[config.mk]
export PLATFORM = sky130hd
export DESIGN_NAME = mul_seq16_flat
export DESIGN_NICKNAME = d
export VERILOG_FILES = /design/src/rtl/mul_seq16_if.sv /design/src/rtl/mul_seq16.sv /design/src/flat_wrapper.sv
export SDC_FILE = /design/constraint.sdc
export NUM_CORES = 1
export LEC_CHECK = 0
export ABC_AREA = 1
export BUFFER_PORTS_ARGS = -buffer_cell sky130_fd_sc_hd__buf_2
export CAP_MARGIN = 20
export CELL_PAD_IN_SITES_DETAIL_PLACEMENT = 0
export CELL_PAD_IN_SITES_GLOBAL_PLACEMENT = 1
export CORE_ASPECT_RATIO = 0.6
export CORE_MARGIN = 2
export CORE_UTILIZATION = 46
export DETAILED_ROUTE_END_ITERATION = 8
export HOLD_SLACK_MARGIN = 0.08
export PLACE_DENSITY = 0.95
export SLEW_MARGIN = 10
export SYNTH_ARGS = -nofsm -noshare
export SYNTH_HDL_FRONTEND = slang
export SYNTH_SLANG_ARGS = --single-unit
[constraint.sdc]
create_clock -name clk -period 6.17 [get_ports clk]
set_input_delay 0.617 -clock clk [delete_from_list [all_inputs] [get_ports clk]]
set_output_delay 0.617 -clock clk [all_outputs]
set_load 0.03 [all_outputs]
[src/rtl/mul_seq16_if.sv]
`default_nettype none
// ============================================================================
//  Module   : mul_seq16_if
//  Purpose  : Request/result bundle for the sequential multiplier.
//  Revision : 1.0
// ============================================================================
interface mul_seq16_if #(
    parameter int WIDTH = 16
) ();
    logic             start;
    logic [WIDTH-1:0] a;
    logic [WIDTH-1:0] b;
    logic             busy;
    logic             done;
    logic [WIDTH-1:0] product;
    logic             overflow;

    modport master (
        output start, a, b,
        input  busy, done, product, overflow
    );

    modport slave (
        input  start, a, b,
        output busy, done, product, overflow
    );
endinterface
`default_nettype wire

[src/rtl/mul_seq16.sv]
`default_nettype none
// ============================================================================
//  Module   : mul_seq16
//  Purpose  : Unsigned shift-add multiplier, one multiplier bit per clock,
//             registered product/overflow held until the next accepted start.
//  Revision : 1.0
// ============================================================================
module mul_seq16 #(
    parameter int WIDTH = 16
) (
    input  wire logic  clk,
    input  wire logic  rst,
    mul_seq16_if.slave bus
);
    localparam int               c_CNT_W    = $clog2(WIDTH) + 1;
    localparam logic [c_CNT_W-1:0] c_CNT_LAST = c_CNT_W'(WIDTH - 1);
    localparam logic [c_CNT_W-1:0] c_CNT_ONE  = c_CNT_W'(1);

    typedef enum logic [1:0] {
        ST_IDLE = 2'd0,
        ST_RUN  = 2'd1,
        ST_DONE = 2'd2
    } state_t;

    state_t               r_state;
    state_t               w_state_nxt;
    logic [2*WIDTH-1:0]   r_mcand;
    logic [2*WIDTH-1:0]   w_mcand_nxt;
    logic [2*WIDTH-1:0]   r_acc;
    logic [2*WIDTH-1:0]   w_acc_nxt;
    logic [2*WIDTH-1:0]   w_addend;
    logic [2*WIDTH-1:0]   w_sum;
    logic [WIDTH-1:0]     r_mplier;
    logic [WIDTH-1:0]     w_mplier_nxt;
    logic [WIDTH-1:0]     r_product;
    logic [WIDTH-1:0]     w_product_nxt;
    logic [c_CNT_W-1:0]   r_cnt;
    logic [c_CNT_W-1:0]   w_cnt_nxt;
    logic                 r_busy;
    logic                 w_busy_nxt;
    logic                 r_done;
    logic                 w_done_nxt;
    logic                 r_overflow;
    logic                 w_overflow_nxt;

    always_ff @(posedge clk) begin
        if (rst) begin
            r_state    <= ST_IDLE;
            r_mcand    <= '0;
            r_acc      <= '0;
            r_mplier   <= '0;
            r_cnt      <= '0;
            r_product  <= '0;
            r_overflow <= 1'b0;
            r_busy     <= 1'b0;
            r_done     <= 1'b0;
        end else begin
            r_state    <= w_state_nxt;
            r_mcand    <= w_mcand_nxt;
            r_acc      <= w_acc_nxt;
            r_mplier   <= w_mplier_nxt;
            r_cnt      <= w_cnt_nxt;
            r_product  <= w_product_nxt;
            r_overflow <= w_overflow_nxt;
            r_busy     <= w_busy_nxt;
            r_done     <= w_done_nxt;
        end
    end

    // The accumulator is twice the operand width, so this sum never wraps.
    assign w_addend = r_mplier[0] ? r_mcand : '0;
    assign w_sum    = r_acc + w_addend;

    always_comb begin
        w_state_nxt    = r_state;
        w_mcand_nxt    = r_mcand;
        w_acc_nxt      = r_acc;
        w_mplier_nxt   = r_mplier;
        w_cnt_nxt      = r_cnt;
        w_product_nxt  = r_product;
        w_overflow_nxt = r_overflow;
        w_done_nxt     = 1'b0;

        unique case (r_state)
            ST_IDLE: begin
                if (bus.start) begin
                    w_mcand_nxt  = {{WIDTH{1'b0}}, bus.a};
                    w_mplier_nxt = bus.b;
                    w_acc_nxt    = '0;
                    w_cnt_nxt    = '0;
                    w_state_nxt  = ST_RUN;
                end
            end
            ST_RUN: begin
                w_acc_nxt    = w_sum;
                w_mcand_nxt  = r_mcand << 1;
                w_mplier_nxt = r_mplier >> 1;
                w_cnt_nxt    = r_cnt + c_CNT_ONE;
                if (r_cnt == c_CNT_LAST) begin
                    // Publish from the sum so the last partial product is included.
                    w_product_nxt  = w_sum[WIDTH-1:0];
                    w_overflow_nxt = |w_sum[2*WIDTH-1:WIDTH];
                    w_done_nxt     = 1'b1;
                    w_state_nxt    = ST_DONE;
                end
            end
            ST_DONE: begin
                w_state_nxt = ST_IDLE;
            end
            default: begin
                w_state_nxt = ST_IDLE;
            end
        endcase

        w_busy_nxt = (w_state_nxt != ST_IDLE);
    end

    assign bus.busy     = r_busy;
    assign bus.done     = r_done;
    assign bus.product  = r_product;
    assign bus.overflow = r_overflow;
endmodule
`default_nettype wire
[src/flat_wrapper.sv]
// flat-port wrapper written by rule: the top's interface ports become plain ports
module mul_seq16_flat 
#(
    parameter int WIDTH = 16
)
  (clk, rst, bus_start, bus_a, bus_b, bus_busy, bus_done, bus_product, bus_overflow);
  mul_seq16_if #(.WIDTH(WIDTH)) bus_i ();
  input  wire logic clk;
  input  wire logic rst;
  input wire logic [$bits(bus_i.start)-1:0] bus_start;
  input wire logic [$bits(bus_i.a)-1:0] bus_a;
  input wire logic [$bits(bus_i.b)-1:0] bus_b;
  output wire logic [$bits(bus_i.busy)-1:0] bus_busy;
  output wire logic [$bits(bus_i.done)-1:0] bus_done;
  output wire logic [$bits(bus_i.product)-1:0] bus_product;
  output wire logic [$bits(bus_i.overflow)-1:0] bus_overflow;
  assign bus_i.start = bus_start;
  assign bus_i.a = bus_a;
  assign bus_i.b = bus_b;
  assign bus_busy = bus_i.busy;
  assign bus_done = bus_i.done;
  assign bus_product = bus_i.product;
  assign bus_overflow = bus_i.overflow;
  mul_seq16 #(.WIDTH(WIDTH)) u_core (.clk(clk), .rst(rst), .bus(bus_i));
endmodule
==> run metrics <==
status=complete, no violations; antenna fix cells=0; via count=6,805; die area=15,900 µm²; met3 WL=1.32 mm; Std-Cell Rows=34; Post-Layout Inst Area=7550 µm²; GPL Wtd Cong=0.935; CP Class=reg -> reg; Initial Utilization=47.1%; Seq/Total Area, Yosys=31.1%; Die H=98.4 µm; Avg Cell Area, Syn=6.09 µm²; register area=2120 µm²; CORE AREA=14,500 µm²; Max-Cap Viols=0; io pins=54; Inst Count DP=1,338; P&R area growth vs syn=10.6%; fin crit period=2.95 ns; vias in the first global route=5,887; DR WL met2=7.07 mm; Worst EP arrival=3.26 ns; most common cell after layout, fill and taps aside=nand2_1; fillers=1,499; Vias/cell=5.03; Power Density=195 nW/µm²; utilization after layout=52.1%; dpl hpwl=14.5 mm; CTS tree=built; Yosys reg bits=106; pin count of the biggest net entering global routing=85; wire length on met1=10.6 mm; Worst Setup End Kind=flip-flop; Least-Margin Pin Slew=1.04 ns; CTS Sinks=106; gr usage total=24.6%; LEAKAGE=4.08 nW; nets=1,220; footprint of the multi-input gates=3880 µm²; Final TNS setup=0 ns; Final setup viols=0; Worst Clk Skew=0.0136 ns; syn nets=1,191; initial antenna violation count=0; unrepaired setup endpoints after global routing=no; post-CTS sizing=0; first-pass GRT wire length=30.9 mm; data required time of the worst path=6.48 ns; Max Slew Vio Count=0; Tot Pwr=1.47 mW; drt total wl=19.2 mm; most frequent cells in the layout=474 x nand2_1, 173 x inv_1, 106 x dfxtp_1; DRC=0; TritonCTS Buffers=9; clk slew on worst S/H paths=0.09 ns; DR top layer=met4; die width=161 µm; Yosys warning count=0; Crit Path Max Fanout=51; Max Clock Freq=339 MHz; Placed Area=7220 µm²; Fin. Hold Viols=0; Synth Cell Area=6830 µm²; post-synth cell types=30; clock root buffer=clkbuf_16; Peak VDD IR=0.115 mV; worst relative slew slack=30.4%; clk_lat worst skew=0.36 ns; post-synthesis cell count=1,122; hold-fix buffer count after cts=0; worst min path class=reg -> reg; CTS Buffer Depth=2; Tcrit/Tclk final=47.8%; share of cells above drive strength 1=10.8%; Post-CTS Setup Bufs=0; GRT Residual Overflow=0; 1st-iter DRT viols=566; DR WL/cell=14.2 µm; Final Non-Filler Cells=1,354; critical path launch point type=flip-flop; Port Buf Inserts=53; H-tree depth=3; first-pass detailed-route iteration total=5; antenna-violating nets left=0
## layer usage
metal  track usage, %  vias up
met3             5.27       20
met2             32.5      181
met1             39.8     3103
li1                 -     3501
met4             5.08        0
met5                0        -
## path summary, 6_finish.rpt
| check | from | end | slack [ns] | cells after the start |
|---|---|---|---|---|
| worst min-delay path | u_core.bus.product[5] | u_core.bus.product[5] | 0.46 | 2 |
| worst min register to register | u_core.bus.product[5] | u_core.bus.product[5] | 0.46 | 2 |
| worst max register to register | u_core.r_state[1] | u_core.r_mcand[13] | 3.22 | 10 |
| worst max-delay path | u_core.r_state[1] | u_core.r_mcand[13] | 3.22 | 10 |
## cells by family (layout without fill, tap and decap cells)
logic type	after synthesis	in the layout	share of synthesized area, %
AOI/OAI and AO/OA	132	132	10.8
adders and majority gates	34	34	6.34
buffers and inverters	220	254	12.3
DFF	106	106	31.1
and+or+nand+nor	615	615	37.6
xor gates and xnor gates	15	15	1.92
## power breakdown
part	leakage, nW	internal [mW]	switching, mW
clock network	0.161	0.334	0.311
registers	0.860	0.701	0.0123
logic	3.06	0.0336	0.0824
## final cells by class
cell class                      count  share of cell area (%)
Inverter                          180                    8.94
Sequential cell                   106                    28.1
Clock buffer                        9                    2.98
Timing Repair Buffer               58                    4.01
Tap cell                          198                    3.28
Multi-Input combinational cell    796                    51.3
Clock inverter                      7                    1.39
## through the flow
stage,worst slack (ns),hold slack [ns]
final,3.22,0.464
after global routing,2.87,0.486
after CTS,3.22,0.467
after detailed placement,3.02,0.455
after global placement,3.11,0.450
after floorplan,3.75,0.440
## flip-flops by register name, indices dropped and copies added (netlist names)
register	flops
u_core.bus.done	1
u_core.r_acc	32
u_core.r_state	2
u_core.bus.product	16
u_core.bus.busy	1
u_core.r_cnt	5
u_core.r_mplier	16
u_core.r_mcand	32
u_core.bus.overflow	1
## worst max-delay path, cell delays in order, from the launching register on
cell and delay (ns):
dfxtp_1 0.30, inv_1 0.07, nand2_1 0.11, nand3_1 0.14, inv_1 0.46, nor2_4 0.81, buf_4 0.58, a22oi_1 0.16
nand2_1 0.10, nand2_1 0.06, inv_1 0.09
## Yosys cell counts (all sizes together)
cell type / number / area, µm²
nand3: 40 / 210
o21ai: 11 / 55.1
a221oi: 1 / 8.76
nor3: 5 / 30.0
xor2: 15 / 131
a31oi: 14 / 87.6
and2: 1 / 6.26
dfxtp: 106 / 2120
buf: 17 / 76.3
nand2: 492 / 1890
ha: 33 / 413
clkbuf: 23 / 86.3
a21oi: 83 / 415
fa: 1 / 20.0
inv: 180 / 676
and3: 1 / 6.26
o21bai: 7 / 52.6
a22oi: 16 / 120
or2: 3 / 18.8
nand4: 8 / 50.1
nor2: 59 / 307
nand3b: 6 / 45.0
Note: power is estimated with default switching activity, not from simulation.
